## src/rtl/fetch_queue_if.sv

```systemverilog
// fetch_queue_if
//   Bundles every non-clock/reset signal of the fetch queue: the
//   instruction-memory request/response pair, the redirect input and the
//   two-slot decode presentation with its dequeue count.
//   master : the fetch queue side (drives address, request and decode slots)
//   slave  : the environment side (memory, redirect source and decode)
interface fetch_queue_if;
    logic        io_fetch_en;
    logic [63:0] io_if_mem_instAddr;
    logic        io_if_req;
    logic [31:0] io_mem_id_inst_0;
    logic [31:0] io_mem_id_inst_1;
    logic        io_redirect_valid;
    logic [63:0] io_redirect_pc;
    logic        io_id_valid_0;
    logic        io_id_valid_1;
    logic [31:0] io_id_inst_0;
    logic [31:0] io_id_inst_1;
    logic [63:0] io_id_pc_0;
    logic [63:0] io_id_pc_1;
    logic [1:0]  io_id_deq;

    modport master (
        input  io_fetch_en, io_mem_id_inst_0, io_mem_id_inst_1,
               io_redirect_valid, io_redirect_pc, io_id_deq,
        output io_if_mem_instAddr, io_if_req,
               io_id_valid_0, io_id_valid_1, io_id_inst_0, io_id_inst_1,
               io_id_pc_0, io_id_pc_1
    );

    modport slave (
        output io_fetch_en, io_mem_id_inst_0, io_mem_id_inst_1,
               io_redirect_valid, io_redirect_pc, io_id_deq,
        input  io_if_mem_instAddr, io_if_req,
               io_id_valid_0, io_id_valid_1, io_id_inst_0, io_id_inst_1,
               io_id_pc_0, io_id_pc_1
    );
endinterface

```

## src/rtl/fetch_queue.sv

```systemverilog
// fetch_queue
//   Instruction fetch front-end. Presents the fetch PC to a synchronous
//   dual-word instruction memory, captures the two returned words (addr and
//   addr+4) one cycle later into a circular queue, and shows the two oldest
//   queued instructions with their PCs to decode. A redirect flushes the
//   queue and any in-flight response and restarts fetch at the new PC.
//
//   clock : system clock
//   reset : asynchronous, active-low reset
//   bus   : fetch_queue_if.master
//           io_fetch_en              fetch permitted
//           io_if_mem_instAddr/req   fetch address / fetch issued
//           io_mem_id_inst_0/1       memory words for previous cycle's address
//           io_redirect_valid/pc     flush and restart at pc (bits [1:0] dropped)
//           io_id_valid/inst/pc_0/1  decode slots, oldest in slot 0
//           io_id_deq                slots consumed by decode (0..2)
module fetch_queue #(
    parameter int          DEPTH    = 8,
    parameter logic [63:0] RESET_PC = 64'h0
) (
    input  logic          clock,
    input  logic          reset,
    fetch_queue_if.master bus
);
    localparam int PTR_W = $clog2(DEPTH);
    localparam int CNT_W = PTR_W + 1;
    // An issue is allowed while queued plus reserved entries leave room for a pair.
    localparam logic [CNT_W-1:0] ISSUE_LIMIT = CNT_W'(DEPTH - 2);

    // Saturate the decode dequeue request to the number of valid slots.
    function automatic logic [1:0] sat_deq(input logic [1:0]       want,
                                           input logic [CNT_W-1:0] avail);
        logic [1:0] lim;
        lim = (avail >= CNT_W'(2)) ? 2'd2 : avail[1:0];
        return (want > lim) ? lim : want;
    endfunction

    logic [63:0]      pc_p0;
    logic             vld_p1;
    logic [63:0]      pc_p1;
    logic [PTR_W-1:0] head;
    logic [PTR_W-1:0] tail;
    logic [CNT_W-1:0] count;
    logic [31:0]      inst_q [DEPTH];
    logic [63:0]      pc_q   [DEPTH];

    logic [CNT_W-1:0] committed;
    logic             issue;
    logic             enq;
    logic [1:0]       deq;
    logic [PTR_W-1:0] head_nx;
    logic [PTR_W-1:0] tail_nx;

    // Stage 0: fetch address and issue decision from registered state only;
    // entries freed by this cycle's dequeue are deliberately not counted.
    assign committed = count + (vld_p1 ? CNT_W'(2) : CNT_W'(0));
    assign issue     = reset & bus.io_fetch_en & ~bus.io_redirect_valid
                     & (committed <= ISSUE_LIMIT);

    assign bus.io_if_mem_instAddr = pc_p0;
    assign bus.io_if_req          = issue;

    // Stage 1: the memory response for last cycle's issue; a redirect kills it.
    assign enq     = vld_p1 & ~bus.io_redirect_valid;
    assign deq     = sat_deq(bus.io_id_deq, count);
    assign head_nx = head + PTR_W'(1);
    assign tail_nx = tail + PTR_W'(1);

    always_ff @(posedge clock or negedge reset) begin
        if (!reset) begin
            pc_p0  <= RESET_PC;
            vld_p1 <= 1'b0;
            count  <= '0;
            head   <= '0;
            tail   <= '0;
        end else if (bus.io_redirect_valid) begin
            pc_p0  <= bus.io_redirect_pc & ~64'h3;
            vld_p1 <= 1'b0;
            count  <= '0;
            head   <= tail;
        end else begin
            if (issue) begin
                pc_p0 <= pc_p0 + 64'd8;
            end
            vld_p1 <= issue;
            head   <= head + PTR_W'(deq);
            if (enq) begin
                tail <= tail + PTR_W'(2);
            end
            count <= count + (enq ? CNT_W'(2) : CNT_W'(0)) - CNT_W'(deq);
        end
    end

    // Queue storage: data only, qualified by count/vld_p1 so it needs no reset.
    always_ff @(posedge clock) begin
        if (issue) begin
            pc_p1 <= pc_p0;
        end
        if (enq) begin
            inst_q[tail]    <= bus.io_mem_id_inst_0;
            pc_q[tail]      <= pc_p1;
            inst_q[tail_nx] <= bus.io_mem_id_inst_1;
            pc_q[tail_nx]   <= pc_p1 + 64'd4;
        end
    end

    // Decode slots
    assign bus.io_id_valid_0 = (count != '0);
    assign bus.io_id_valid_1 = (count >= CNT_W'(2));
    assign bus.io_id_inst_0  = inst_q[head];
    assign bus.io_id_pc_0    = pc_q[head];
    assign bus.io_id_inst_1  = inst_q[head_nx];
    assign bus.io_id_pc_1    = pc_q[head_nx];
endmodule

```

## src/flat_wrapper.sv

```systemverilog
// flat-port wrapper written by rule: the top's interface ports become plain ports
module fetch_queue_flat 
#(
    parameter int          DEPTH    = 8,
    parameter logic [63:0] RESET_PC = 64'h0
)
  (clock, reset, bus_io_fetch_en, bus_io_mem_id_inst_0, bus_io_mem_id_inst_1, bus_io_redirect_valid, bus_io_redirect_pc, bus_io_id_deq, bus_io_if_mem_instAddr, bus_io_if_req, bus_io_id_valid_0, bus_io_id_valid_1, bus_io_id_inst_0, bus_io_id_inst_1, bus_io_id_pc_0, bus_io_id_pc_1);
  fetch_queue_if bus_i ();
  input  logic clock;
  input  logic reset;
  input wire logic [$bits(bus_i.io_fetch_en)-1:0] bus_io_fetch_en;
  input wire logic [$bits(bus_i.io_mem_id_inst_0)-1:0] bus_io_mem_id_inst_0;
  input wire logic [$bits(bus_i.io_mem_id_inst_1)-1:0] bus_io_mem_id_inst_1;
  input wire logic [$bits(bus_i.io_redirect_valid)-1:0] bus_io_redirect_valid;
  input wire logic [$bits(bus_i.io_redirect_pc)-1:0] bus_io_redirect_pc;
  input wire logic [$bits(bus_i.io_id_deq)-1:0] bus_io_id_deq;
  output wire logic [$bits(bus_i.io_if_mem_instAddr)-1:0] bus_io_if_mem_instAddr;
  output wire logic [$bits(bus_i.io_if_req)-1:0] bus_io_if_req;
  output wire logic [$bits(bus_i.io_id_valid_0)-1:0] bus_io_id_valid_0;
  output wire logic [$bits(bus_i.io_id_valid_1)-1:0] bus_io_id_valid_1;
  output wire logic [$bits(bus_i.io_id_inst_0)-1:0] bus_io_id_inst_0;
  output wire logic [$bits(bus_i.io_id_inst_1)-1:0] bus_io_id_inst_1;
  output wire logic [$bits(bus_i.io_id_pc_0)-1:0] bus_io_id_pc_0;
  output wire logic [$bits(bus_i.io_id_pc_1)-1:0] bus_io_id_pc_1;
  assign bus_i.io_fetch_en = bus_io_fetch_en;
  assign bus_i.io_mem_id_inst_0 = bus_io_mem_id_inst_0;
  assign bus_i.io_mem_id_inst_1 = bus_io_mem_id_inst_1;
  assign bus_i.io_redirect_valid = bus_io_redirect_valid;
  assign bus_i.io_redirect_pc = bus_io_redirect_pc;
  assign bus_i.io_id_deq = bus_io_id_deq;
  assign bus_io_if_mem_instAddr = bus_i.io_if_mem_instAddr;
  assign bus_io_if_req = bus_i.io_if_req;
  assign bus_io_id_valid_0 = bus_i.io_id_valid_0;
  assign bus_io_id_valid_1 = bus_i.io_id_valid_1;
  assign bus_io_id_inst_0 = bus_i.io_id_inst_0;
  assign bus_io_id_inst_1 = bus_i.io_id_inst_1;
  assign bus_io_id_pc_0 = bus_i.io_id_pc_0;
  assign bus_io_id_pc_1 = bus_i.io_id_pc_1;
  fetch_queue #(.DEPTH(DEPTH), .RESET_PC(RESET_PC)) u_core (.clock(clock), .reset(reset), .bus(bus_i));
endmodule
```

## config.mk

```make
export PLATFORM = sky130hd
export DESIGN_NAME = fetch_queue_flat
export DESIGN_NICKNAME = d
export VERILOG_FILES = /design/src/rtl/fetch_queue_if.sv /design/src/rtl/fetch_queue.sv /design/src/flat_wrapper.sv
export SDC_FILE = /design/constraint.sdc
export NUM_CORES = 1
export LEC_CHECK = 0
export BUFFER_PORTS_ARGS = -buffer_cell sky130_fd_sc_hd__buf_2
export CAP_MARGIN = 30
export CORE_MARGIN = 2
export CORE_UTILIZATION = 40
export DETAILED_ROUTE_END_ITERATION = 8
export GPL_TIMING_DRIVEN = 0
export SYNTH_ARGS = -nofsm -noshare
export SYNTH_HDL_FRONTEND = slang
export SYNTH_SLANG_ARGS = --single-unit
export TNS_END_PERCENT = 10
```

## constraint.sdc

```tcl
create_clock -name clock -period 7.53 [get_ports clock]
set_clock_uncertainty 0.15 [all_clocks]
set_input_delay 1.506 -clock clock [delete_from_list [all_inputs] [get_ports clock]]
set_output_delay 1.506 -clock clock [all_outputs]
set_load 0.02 [all_outputs]
```

==> results of run 1 <==
## worst reg2reg max path, stage by stage, from the launching register on
cell and delay [ns]:
sky130_fd_sc_hd__edfxtp_1 0.64, sky130_fd_sc_hd__and4_1 0.31, sky130_fd_sc_hd__nand4_1 0.22, sky130_fd_sc_hd__nor4_2 0.82, sky130_fd_sc_hd__nand3_1 0.49, sky130_fd_sc_hd__nor3_1 0.57
sky130_fd_sc_hd__xor2_1 0.36
## Yosys cell counts (24+ instances only)
master / count / area, um^2
sky130_fd_sc_hd__buf_2: 41 / 205
sky130_fd_sc_hd__xor2_1: 24 / 210
sky130_fd_sc_hd__buf_1: 28 / 105
sky130_fd_sc_hd__o21ai_0: 42 / 210
sky130_fd_sc_hd__mux4_2: 376 / 8470
sky130_fd_sc_hd__dfrtp_1: 72 / 1800
sky130_fd_sc_hd__edfxtp_1: 814 / 24400
sky130_fd_sc_hd__clkbuf_1: 71 / 267
sky130_fd_sc_hd__inv_1: 27 / 101
sky130_fd_sc_hd__nand3_1: 62 / 310
sky130_fd_sc_hd__nand2_1: 106 / 398
sky130_fd_sc_hd__nand4_1: 37 / 231
sky130_fd_sc_hd__and3_1: 29 / 181
sky130_fd_sc_hd__mux2_2: 190 / 2140
sky130_fd_sc_hd__xnor2_1: 45 / 394
sky130_fd_sc_hd__nor2_1: 42 / 158
## power groups by stage
| stage | combinational (mW) | clock, mW | sequential [mW] |
|---|---|---|---|
| after detailed placement | 7.99 | 0 | 5.90 |
| after global routing | 8.29 | 4.94 | 5.82 |
| after CTS | 8.03 | 4.74 | 5.80 |
| after global placement | 7.80 | 0 | 5.92 |
| final | 7.87 | 4.65 | 5.80 |
| after floorplan | 5.02 | 0 | 5.87 |
## per-layer routing
metal,global-route usage [%],routed length (um),vias to the layer above
met2,38.3,60500,1069
met4,6.90,3120,0
met3,4.09,8710,168
met5,0,0,-
li1,-,-,10300
met1,30.9,50400,13100
## area by class of cell
type / count / area [um^2] / area share (%)
Multi-Input combinational cell: 1149 / 14300 / 29.4
Clock inverter: 48 / 455 / 0.934
Buffer: 148 / 641 / 1.31
Tap cell: 1368 / 1710 / 3.51
Clock buffer: 127 / 2650 / 5.44
Timing Repair Buffer: 418 / 2630 / 5.40
Inverter: 28 / 105 / 0.215
Sequential cell: 886 / 26200 / 53.8
Antenna cell: 3 / 7.51 / 0.0154
## how the worst max path moves through the flow
stage,startpoint,slack (ns),end,cells after the start
3_5_place_dp,u_core.head[0]$_DFF_PN0_,2.13,bus_io_id_inst_1[8],8
4_1_cts,u_core.head[0]$_DFF_PN0_,1.39,bus_io_id_inst_1[8],8
2_1_floorplan,bus_io_redirect_valid,0.66,u_core.inst_q[0][0]$_DFFE_PP_,3
5_1_grt,u_core.head[0]$_DFF_PN0_,1.28,bus_io_id_pc_0[22],8
3_3_place_gp,bus_io_redirect_valid,-2.94,u_core.inst_q[7][4]$_DFFE_PP_,4
6_report,u_core.head[0]$_DFF_PN0_,1.44,bus_io_id_pc_0[22],8
## cell families after synthesis
| kind of cell | after synthesis | share of synthesized area [%] |
|---|---|---|
| AOI/OAI and AO/OA | 131 | 2.15 |
| xor gates and xnor gates | 69 | 1.46 |
| adders and majority gates | 18 | 0.600 |
| buffers and inverters | 176 | 1.80 |
| DFF | 886 | 63.6 |
| muxes | 570 | 25.8 |
| other | 1 | 0.00908 |
| and+or+nand+nor | 355 | 4.63 |
## sequential cells by signal (all words and copies together) (netlist names)
signal and flops:
u_core.count 4, u_core.inst_q 256, u_core.tail 2, u_core.bus.io_if_mem_instAddr 62
u_core.pc_p1 62, u_core.pc_q 496, u_core.head 3, u_core.vld_p1 1
## placed cells by master, fill, tap and decap left out, drive strengths merged, types with 8 or more instances in the layout
master,n
edfxtp,814
buf,494
mux4,376
clkbuf,199
mux2,190
nand2,106
dfrtp,72
nand3,64
xnor2,45
o21ai,44
nor2,42
nand4,37
clkinv,32
inv,31
and3,29
xor2,24
o211ai,20
o311ai,20
and2,20
ha,15
and4,14
a31oi,14
nor3,13
nor4,10
a21oi,9
a221o,9
bufinv,8
## through the flow
stage	hold slack (ns)	power, mW	std cells	util (%)
2_1_floorplan	0.330	10.9	2211	-
3_3_place_gp	0.316	13.7	3963	44.0
3_5_place_dp	0.325	13.9	3997	44.8
4_1_cts	0.339	18.6	4172	47.8
5_1_grt	0.373	19.1	4174	47.8
6_report	0.365	18.3	4175	47.8
==> out/summary.txt, run 1 <==
====================================================================================
Initial Utilization                                                            40.5%
Sequence of cells on the critical path                                  clkbuf_1 -> buf_2 -> clkbuf_1 -> buf_8 -> buf_1 -> mux4_2 -> mux2_2 -> buf_2
Die boundary height                                                           325 um
Total of fill cells in the finished design                                     8,612
Fraction of final layout cells with drive strength greater than 1              42.3%
#FFs+latches synth                                                               886
Number of flops mapped to enable cells by yosys                                  814
Clock share of power                                                           25.4%
Final #Nets                                                                    2,878
Share of synthesized area occupied by flip-flops and latches                   63.6%
Number of detailed-route iterations in the first pass                              5
Deepest level of the CTS H-tree                                                    3
Ratio of final minimum period to clock period                                  80.8%
Residual antenna-violating net count after detailed routing                        0
Total standard cell area after synthesis                                 41,300 um^2
Resized Gates After CTS                                                            0
Buffer and inverter count on the worst path                                        6
Total negative slack for setup checks                                           0 ns
Clock tree from TritonCTS                                                       done
Net switching power                                                          6.68 mW
Static leakage power                                                         16.3 nW
GR Util All Layers                                                             23.0%
Net switching share of the total power                                         36.4%
DP Worst Slack                                                               2.13 ns
Clock latency at the later pin of the worst-skew pair                        0.67 ns
Vias/cell                                                                       5.89
Critical path peak fanout                                                         10
Hold Buf Count CTS                                                                 0
Slew @ Worst Pin                                                             1.01 ns
Count of pins on the block boundary                                              393
Count of input and output buffers                                                384
Final Slew Violations                                                              0
Sequential power share                                                         31.7%
FF-to-FF Start                                                          u_core.pc_p1[20]$_DFFE_PP_
Cell at the root of the clock tree                                      sky130_fd_sc_hd__clkbuf_16
Top Family by Delay on Critical Path                                    buffers and inverters
Worst slew margin relative to its limit                                        32.5%
Total Routed Length                                                       123,000 um
Die area                                                                106,000 um^2
Synthesis Warnings                                                                 0
Min-Delay Path Class                                                      reg -> reg
Post-DR wirelength/cell                                                      29.4 um
Clock buffer depth                                                                 3
Maximum vdd ir drop                                                         0.238 mV
Non-Filler Cell Area, Final                                              48,800 um^2
Endpoint of the worst-slack reg-to-reg timing path                      u_core.pc_q[7][63]$_DFFE_PP_
Worst reg-to-reg setup slack                                                 3.74 ns
Count of unresolved DRC violations after routing                                   0
Initial DRC count                                                              2,465
Total congestion overflow                                                          0
First-pass GRT wire length                                                178,000 um
Mean area per synthesized cell                                             18.7 um^2
Crit path setup slack, layout                                                1.44 ns
Worst Setup Start Kind                                                          flop
Count of mapped cells out of synthesis                                         2,206
Time the final worst path needs with I/O delays and setup                    6.09 ns
Cell at the slowest stage of the critical path                          sky130_fd_sc_hd__buf_1
Clock transition at the registers of the reported paths                      0.06 ns
Total power divided by cell area                                         376 nW/um^2
HPWL after DPL                                                             86,300 um
Worst path arrival time                                                      4.43 ns
Weighted congestion at the end of routability-driven global placement          0.872
Post-synthesis cell type count                                                    55
Origin of the worst min-delay path                                      u_core.bus.io_if_mem_instAddr[13]$_DFFE_PN0N_
Die span in x                                                                 325 um
Placement-stage cell area                                                45,700 um^2
Number of failing hold endpoints at the final stage                                0
Status                                                                  complete, no violations
Standard-cell row count                                                          117
Cell count of the worst reg-to-reg path                                            6
Internal power                                                               11.7 mW
FMAX                                                                         164 MHz
Setup fix buffers added after clock tree synthesis                                 0
Crit path capture type                                                    output pin
Std-Cell Core Area                                                      102,000 um^2
Depth of the worst hold-timing path                                                0
Hold Crit Endpoint                                                      u_core.pc_p1[13]$_DFFE_PP_
Number of clock sinks seen by CTS                                                886
Area growth from synthesis to layout                                           18.1%
Vias in the first global route                                                 25.8k
MaxCap Viol Count                                                                  0
Unrepaired setup endpoints after global routing                                false
Required time at the worst-slack endpoint                                    5.87 ns
Maximum number of pins on one net before global-route repair                      57
Via count                                                                      24.6k
Final setup violation count                                                        0
Crit Path Class                                                           reg -> out
CTS buffer count                                                                  95
Main synth FF type                                                      sky130_fd_sc_hd__edfxtp_1
Number of antenna violations at the first check in global routing                  5
Fraction of registers with async set or reset after synthesis                  8.13%
Gate power share                                                               43.0%
Crit path largest cell delay                                                 0.76 ns
====================================================================================
(Power assumes the default switching activity.)
==> run 2, diff against run 1 <==
==> constraint.sdc (replaced) <==
create_clock -name clock -period 4.9 [get_ports clock]
set_clock_uncertainty 0.15 [all_clocks]
set_input_delay 0.98 -clock clock [delete_from_list [all_inputs] [get_ports clock]]
set_output_delay 0.98 -clock clock [all_outputs]
set_load 0.02 [all_outputs]
==> run 2 against run 1 <==
Final cell count grew 0.19%. Total power grew 54%. Cell area grew 0.19%. Register-to-register slack lost 2.6 ns. Worst setup slack lost 1.3 ns. Sequential cell count is the same. Combinational power grew 54%. Critical path type unchanged.
==> out/summary.txt, run 2 (synthesis results as in run 1) <==
====================================================================================
Status                                                                  complete, no violations   unchanged
Number of detailed-route iterations in the first pass                              6   was 5
Clock buffer depth                                                                 3   unchanged
Count of pins on the block boundary                                              393   unchanged
Sequential power share                                                         31.5%   was 31.7%
Ratio of final minimum period to clock period                                  97.4%
Cell occurring most often along the worst timing path                   sky130_fd_sc_hd__clkbuf_2
Clock latency at the later pin of the worst-skew pair                        0.67 ns   about the same
Min-Delay Path Class                                                     in -> async   was reg -> reg
Worst reg-to-reg setup slack                                                 1.16 ns   was 3.74 ns
Worst slew margin relative to its limit                                        34.5%   was 32.5%
Clock share of power                                                           25.6%   was 25.4%
Total of fill cells in the finished design                                     8,615   was 8,612
Vias/cell                                                                       5.97   was 5.89
Net switching share of the total power                                         36.4%   about the same
Number of antenna violations at the first check in global routing                  6   was 5
Deepest level of the CTS H-tree                                                    3   unchanged
Flip-flop count of the largest register, all copies and words added              496   unchanged
Cell at the root of the clock tree                                      sky130_fd_sc_hd__clkbuf_16   unchanged
GR Util All Layers                                                             23.1%   was 23.0%
Number of failing hold endpoints at the final stage                                0   unchanged
Static leakage power                                                         16.5 nW   was 16.3 nW
Residual antenna-violating net count after detailed routing                        0   unchanged
Count of unresolved DRC violations after routing                                   0   unchanged
Weighted congestion at the end of routability-driven global placement          0.889   was 0.872
Vias in the first global route                                                 26.1k   was 25.8k
Total congestion overflow                                                          0   unchanged
Buffer and inverter count on the worst path                                        6   unchanged
Crit path largest cell delay                                                 0.41 ns   was 0.76 ns
FF-to-FF Start                                                          u_core.pc_p1[20]$_DFFE_PP_   unchanged
Initial Utilization                                                            40.5%   unchanged
Clock tree from TritonCTS                                                       done   unchanged
Regs by FF count                                                        u_core.pc_q: 496 flops, u_core.inst_q: 256 flops   unchanged
Unrepaired setup endpoints after global routing                                 true   was false
Most flop-heavy register                                                 u_core.pc_q   unchanged
Endpoint of the worst-slack reg-to-reg timing path                      u_core.pc_q[5][63]$_DFFE_PP_   was u_core.pc_q[7][63]$_DFFE_PP_
DP Worst Slack                                                              0.102 ns   was 2.13 ns
CTS buffer count                                                                  98   was 95
Finished Core Util                                                             47.9%   was 47.8%
Critical path peak fanout                                                         10   unchanged
Post-DR wirelength/cell                                                      29.5 um   was 29.4 um
Hold Buf Count CTS                                                                 0   unchanged
Launch point of the worst path                                          u_core.head[0]$_DFF_PN0_   unchanged
MaxCap Viol Count                                                                  0   unchanged
Crit Path Class                                                           reg -> out   unchanged
Worst path arrival time                                                      3.64 ns   was 4.43 ns
Maximum vdd ir drop                                                         0.278 mV   was 0.238 mV
Die span in x                                                                 325 um   unchanged
Most common library cell in the layout ignoring fill and taps           sky130_fd_sc_hd__edfxtp_1   unchanged
Final Slew Violations                                                              0   unchanged
Total power divided by cell area                                         579 nW/um^2   was 376 nW/um^2
Die boundary height                                                           325 um   unchanged
Worst Setup Start Kind                                                          flop   unchanged
Time the final worst path needs with I/O delays and setup                    4.77 ns
Net switching power                                                          10.3 mW   was 6.68 mW
Clock transition at the registers of the reported paths                      0.06 ns   about the same
Std-Cell Core Area                                                      102,000 um^2   unchanged
Top library cells by usage in the layout, fill and taps aside           sky130_fd_sc_hd__edfxtp_1 (814), sky130_fd_sc_hd__buf_2 (432), sky130_fd_sc_hd__mux4_2 (376)   was sky130_fd_sc_hd__edfxtp_1 (814), sky130_fd_sc_hd__buf_2 (423), sky130_fd_sc_hd__mux4_2 (376)
Initial DRC count                                                              2,623   was 2,465
Area growth from synthesis to layout                                           18.4%   was 18.1%
Sequence of cells on the critical path                                  clkbuf_2 -> buf_4 -> clkbuf_1 -> buf_8 -> clkbuf_2 -> mux4_2 -> mux2_2 -> buf_2   was clkbuf_1 -> buf_2 -> clkbuf_1 -> buf_8 -> buf_1 -> mux4_2 -> mux2_2 -> buf_2
FMAX                                                                         210 MHz
Top Family by Delay on Critical Path                                    buffers and inverters   unchanged
First-pass GRT wire length                                                180,000 um   was 178,000 um
Final setup violation count                                                        0   unchanged
Cell at the slowest stage of the critical path                          sky130_fd_sc_hd__dfrtp_1   was sky130_fd_sc_hd__buf_1
Total negative slack for setup checks                                           0 ns   unchanged
Internal power                                                               18.0 mW   was 11.7 mW
Required time at the worst-slack endpoint                                    3.77 ns   was 5.87 ns
Count of input and output buffers                                                384   unchanged
Crit path setup slack, layout                                               0.129 ns   was 1.44 ns
Cell count of the worst reg-to-reg path                                            6   unchanged
Fraction of final layout cells with drive strength greater than 1              43.5%   was 42.3%
Number of clock sinks seen by CTS                                                886   unchanged
HPWL after DPL                                                             86,700 um   was 86,300 um
Die area                                                                106,000 um^2   unchanged
Slew @ Worst Pin                                                            0.983 ns   was 1.01 ns
Gate power share                                                               42.9%   was 43.0%
Crit path capture type                                                    output pin   unchanged
Final #Nets                                                                    2,880   was 2,878
Maximum number of pins on one net before global-route repair                      61   was 57
Total Routed Length                                                       123,000 um   about the same
Via count                                                                      25.0k   was 24.6k
Standard-cell row count                                                          117   unchanged
====================================================================================
[run 2: cell count changes in the layout (fill, tap and decap cells not counted), moves of 2 or more]
cell                              before  now
sky130_fd_sc_hd__clkbuf_2              1   23
sky130_fd_sc_hd__clkbuf_1             93   72
sky130_fd_sc_hd__buf_1                28   13
sky130_fd_sc_hd__buf_2               423  432
sky130_fd_sc_hd__clkinv_1             16   23
sky130_fd_sc_hd__clkbuf_8              5    0
sky130_fd_sc_hd__clkdlybuf4s15_2       0    3
sky130_fd_sc_hd__clkinv_2             15   18
sky130_fd_sc_hd__buf_16               16   14
sky130_fd_sc_hd__buf_4                 8   10
sky130_fd_sc_hd__bufinv_16             8   10
sky130_fd_sc_hd__clkinv_8              1    3
sky130_fd_sc_hd__clkinvlp_4            5    3
[run 2: power groups by stage]
stage / sequential [mW] / combinational, mW / clock (mW)
after CTS: 8.91 / 12.4 / 7.37
final: 8.92 / 12.1 / 7.24
after global placement: 9.09 / 12.0 / 0
after global routing: 8.95 / 12.8 / 7.66
after floorplan: 9.01 / 7.71 / 0
after detailed placement: 9.06 / 12.3 / 0
[run 2: layout make-up]
| cell class | count | area [um^2] | share of cell area (%) |
|---|---|---|---|
| clock inverter | 60 | 574 | 1.17 |
| buffer | 148 | 713 | 1.46 |
| sequential | 886 | 26200 | 53.7 |
| multi-input combinational | 1149 | 14300 | 29.3 |
| timing repair buffer | 417 | 2600 | 5.31 |
| inverter | 28 | 105 | 0.215 |
| clock buffer | 123 | 2590 | 5.30 |
| antenna | 4 | 10.0 | 0.0205 |
| tap | 1368 | 1710 | 3.50 |
[run 2: worst max-delay path by stage]
stage / slack, ns / end / cells after the start
3_5_place_dp: 0.10 / bus_io_id_inst_1[10] / 8
6_report: 0.13 / bus_io_id_pc_0[31] / 8
2_1_floorplan: -1.44 / u_core.inst_q[0][0]$_DFFE_PP_ / 3
4_1_cts: 0.00003 / bus_io_id_pc_1[20] / 8
5_1_grt: -0.01 / bus_io_id_inst_1[27] / 6
3_3_place_gp: -4.99 / u_core.inst_q[2][3]$_DFFE_PP_ / 4
[run 2: what timing repair did]
item                       CTS  global route
cloned                       0             0
setup endpoints to repair  188            40
buffers inserted             0             0
hold endpoints to repair     0             0
resized for setup           41             9
[run 2: worst register-to-register path: stages (launching register included)]
cell	delay (ns)
sky130_fd_sc_hd__edfxtp_1	0.61
sky130_fd_sc_hd__and4_1	0.32
sky130_fd_sc_hd__nand4_1	0.23
sky130_fd_sc_hd__nor4_2	0.79
sky130_fd_sc_hd__nand3_1	0.51
sky130_fd_sc_hd__nor3_1	0.57
sky130_fd_sc_hd__xor2_1	0.35
[run 2: metal layers]
| layer | part of all wire (%) | wire length (um) | GRT usage (%) | up-vias |
|---|---|---|---|---|
| met5 | 0.038 | 47 | 0 | - |
| met4 | 3.0 | 3730 | 7.27 | 6 |
| met3 | 7.2 | 8880 | 3.96 | 201 |
| met2 | 49 | 60700 | 38.2 | 1172 |
| met1 | 41 | 50100 | 31.3 | 13300 |
| li1 | - | - | - | 10300 |
[run 2: through the flow]
stage / total power [mW] / cells / hold WS, ns / area [um^2]
3_3_place_gp: 21.1 / 3963 / 0.322 / 44900
5_1_grt: 29.4 / 4179 / 0.0732 / 48900
6_report: 28.3 / 4183 / 0.0812 / 48900
3_5_place_dp: 21.4 / 3995 / 0.327 / 45600
2_1_floorplan: 16.7 / 2211 / 0.330 / 41300
4_1_cts: 28.7 / 4178 / 0.0595 / 48800
==> run 3, diff against run 2 <==
--- a/config.mk
+++ b/config.mk
@@ -11,6 +11,7 @@
 export CORE_UTILIZATION = 40
 export DETAILED_ROUTE_END_ITERATION = 8
 export GPL_TIMING_DRIVEN = 0
+export SETUP_SLACK_MARGIN = 0.5
 export SYNTH_ARGS = -nofsm -noshare
 export SYNTH_HDL_FRONTEND = slang
 export SYNTH_SLANG_ARGS = --single-unit
==> run 3 against run 2 <==
Worst setup slack better by 0.42 ns. Total power grew 0.52%. Sequential cell count unchanged. Global-route usage is essentially flat. Clock-buffer cell count stayed put. Fmax grew 9.6%. Sequential share of layout area fell by 0.17 points. Final cell count is essentially flat. Sequential power barely moved. Die area stayed put. Combinational power barely moved. Utilization grew 0.15 points.
==> out/summary.txt, run 3 (synthesis results as in run 1) <==
====================================================================================
Die boundary height                                                           325 um   unchanged
Deepest level of the CTS H-tree                                                    3   unchanged
Total of fill cells in the finished design                                     8,587   was 8,615
HPWL after DPL                                                             86,700 um   unchanged
Vias/cell                                                                       5.97   about the same
Gate power share                                                               43.2%   was 42.9%
Area growth from synthesis to layout                                           18.7%   was 18.4%
Weighted congestion at the end of routability-driven global placement          0.889   unchanged
Total Routed Length                                                       123,000 um   about the same
Via count                                                                      24.9k   was 25.0k
Slew @ Worst Pin                                                            0.959 ns   was 0.983 ns
Status                                                                  complete, no violations   unchanged
Clock buffer depth                                                                 3   unchanged
Worst Setup Start Kind                                                          flop   unchanged
Initial Utilization                                                            40.5%   unchanged
Clock share of power                                                           25.5%   was 25.6%
Flip-flop count of the largest register, all copies and words added              496   unchanged
Internal power                                                               18.1 mW   was 18.0 mW
Min-Delay Path Class                                                     in -> async   unchanged
Maximum vdd ir drop                                                         0.321 mV   was 0.278 mV
Cell at the root of the clock tree                                      sky130_fd_sc_hd__clkbuf_16   unchanged
First-pass GRT wire length                                                180,000 um   about the same
Die area                                                                106,000 um^2   unchanged
Time the final worst path needs with I/O delays and setup                    4.36 ns   was 4.77 ns
Number of antenna violations at the first check in global routing                  6   unchanged
Area used by sequential logic in the layout                              26,200 um^2   unchanged
Clock transition at the registers of the reported paths                      0.06 ns   about the same
Top library cells by usage in the layout, fill and taps aside           sky130_fd_sc_hd__edfxtp_1 (814), sky130_fd_sc_hd__buf_2 (408), sky130_fd_sc_hd__mux4_2 (376)   was sky130_fd_sc_hd__edfxtp_1 (814), sky130_fd_sc_hd__buf_2 (432), sky130_fd_sc_hd__mux4_2 (376)
Hold Buf Count CTS                                                                 0   unchanged
Resized Gates After CTS                                                          111   was 41
Fraction of final layout cells with drive strength greater than 1              44.0%   was 43.5%
Post-DR wirelength/cell                                                      29.5 um   about the same
Vias in the first global route                                                 26.0k   was 26.1k
FMAX                                                                         230 MHz   was 210 MHz
Std-Cell Core Area                                                      102,000 um^2   unchanged
Count of pins on the block boundary                                              393   unchanged
Regs by FF count                                                        u_core.pc_q: 496 flops, u_core.inst_q: 256 flops   unchanged
Cell count of the worst reg-to-reg path                                            6   unchanged
Final Slew Violations                                                              0   unchanged
Die span in x                                                                 325 um   unchanged
Maximum number of pins on one net before global-route repair                      61   unchanged
MaxCap Viol Count                                                                  0   unchanged
Number of failing hold endpoints at the final stage                                0   unchanged
Net switching power                                                          10.3 mW   about the same
Number of clock sinks seen by CTS                                                886   unchanged
Combined area of the multi-input logic cells                             14,300 um^2   about the same
Crit path setup slack, layout                                               0.545 ns   was 0.129 ns
Critical path peak fanout                                                         10   unchanged
Count of unresolved DRC violations after routing                                   0   unchanged
Residual antenna-violating net count after detailed routing                        0   unchanged
Net switching share of the total power                                         36.3%   was 36.4%
Worst slew margin relative to its limit                                        36.1%   was 34.5%
Inst Count DP                                                                  3,995   unchanged
Count of input and output buffers                                                384   unchanged
GR Util All Layers                                                             23.1%   about the same
Clock latency at the later pin of the worst-skew pair                        0.67 ns   about the same
Total power divided by cell area                                         580 nW/um^2   was 579 nW/um^2
Sequential power share                                                         31.3%   was 31.5%
Final #Nets                                                                    2,879   was 2,880
Total congestion overflow                                                          0   unchanged
Required time at the worst-slack endpoint                                    3.77 ns   about the same
Standard-cell row count                                                          117   unchanged
Clock tree from TritonCTS                                                       done   unchanged
Static leakage power                                                         16.5 nW   about the same
Final standard cell count with taps included and fillers excluded              4,179   was 4,183
CTS buffer count                                                                  98   unchanged
Crit path capture type                                                    output pin   unchanged
Unrepaired setup endpoints after global routing                                 true   unchanged
Number of detailed-route iterations in the first pass                              5   was 6
Initial DRC count                                                              2,518   was 2,623
Worst path arrival time                                                      3.23 ns   was 3.64 ns
Crit Path Class                                                           reg -> out   unchanged
DP Worst Slack                                                              0.102 ns   unchanged
Final setup violation count                                                        0   unchanged
Most flop-heavy register                                                 u_core.pc_q   unchanged
Most common library cell in the layout ignoring fill and taps           sky130_fd_sc_hd__edfxtp_1   unchanged
Setup fix buffers added after clock tree synthesis                                 0   unchanged
Ratio of final minimum period to clock period                                  88.9%   was 97.4%
====================================================================================
run 3: power groups by stage:
stage	clock network, mW	logic (mW)	registers (mW)
after floorplan	0	7.71	9.01
after global placement	0	12.0	9.09
after detailed placement	0	12.3	9.06
after CTS	7.37	12.5	8.91
after global routing	7.66	13.0	8.94
final	7.25	12.3	8.92
run 3: through the flow:
stage / utilization [%] / cell area [um^2] / setup TNS (ns) / hold slack (ns) / power (mW)
after global placement: 44.1 / 44900 / -2391.70 / 0.322 / 21.1
after CTS: 48.0 / 49000 / 0 / 0.0595 / 28.8
final: 48.1 / 49000 / 0 / 0.0855 / 28.5
after floorplan: - / 41300 / -543.06 / 0.330 / 16.7
after detailed placement: 44.7 / 45600 / 0 / 0.327 / 21.4
after global routing: 48.1 / 49000 / 0 / 0.0732 / 29.6
run 3: final cells by class:
type	count	share of cell area, %
antenna	1	0.00510
buffer	148	1.79
clock buffer	123	5.28
clock inverter	60	1.17
inverter	28	0.214
multi-input combinational	1149	29.2
sequential	886	53.5
tap	1368	3.49
timing repair buffer	416	5.28
run 3: critical path, stage by stage (launching register included):
cell                       delay [ns]
sky130_fd_sc_hd__dfrtp_1         0.41
sky130_fd_sc_hd__clkbuf_4        0.27
sky130_fd_sc_hd__buf_6           0.22
sky130_fd_sc_hd__clkbuf_2        0.27
sky130_fd_sc_hd__buf_8           0.20
sky130_fd_sc_hd__clkbuf_4        0.28
sky130_fd_sc_hd__mux4_2          0.34
sky130_fd_sc_hd__mux2_2          0.36
sky130_fd_sc_hd__buf_2           0.19
run 3: per-layer routing:
layer	track usage, %	vias to the layer above	share of wire (%)
met5	0	-	0.035
met4	7.26	6	2.9
met3	3.91	197	7.1
met2	38.2	1182	49
met1	31.3	13300	41
li1	-	10300	-
run 3: worst paths after layout:
check	start	endpoint	slack (ns)
hold / removal	reset	u_core.count[0]$_DFF_PN0_	0.09
min in group clock	u_core.bus.io_if_mem_instAddr[13]$_DFFE_PN0N_	u_core.pc_p1[13]$_DFFE_PP_	0.35
max in group asynchronous	reset	u_core.bus.io_if_mem_instAddr[26]$_DFFE_PN0N_	3.90
setup / recovery	u_core.head[0]$_DFF_PN0_	bus_io_id_pc_0[31]	0.54
hold reg to reg	u_core.bus.io_if_mem_instAddr[13]$_DFFE_PN0N_	u_core.pc_p1[13]$_DFFE_PP_	0.35
setup reg to reg	u_core.pc_p1[20]$_DFFE_PP_	u_core.pc_q[5][63]$_DFFE_PP_	1.23
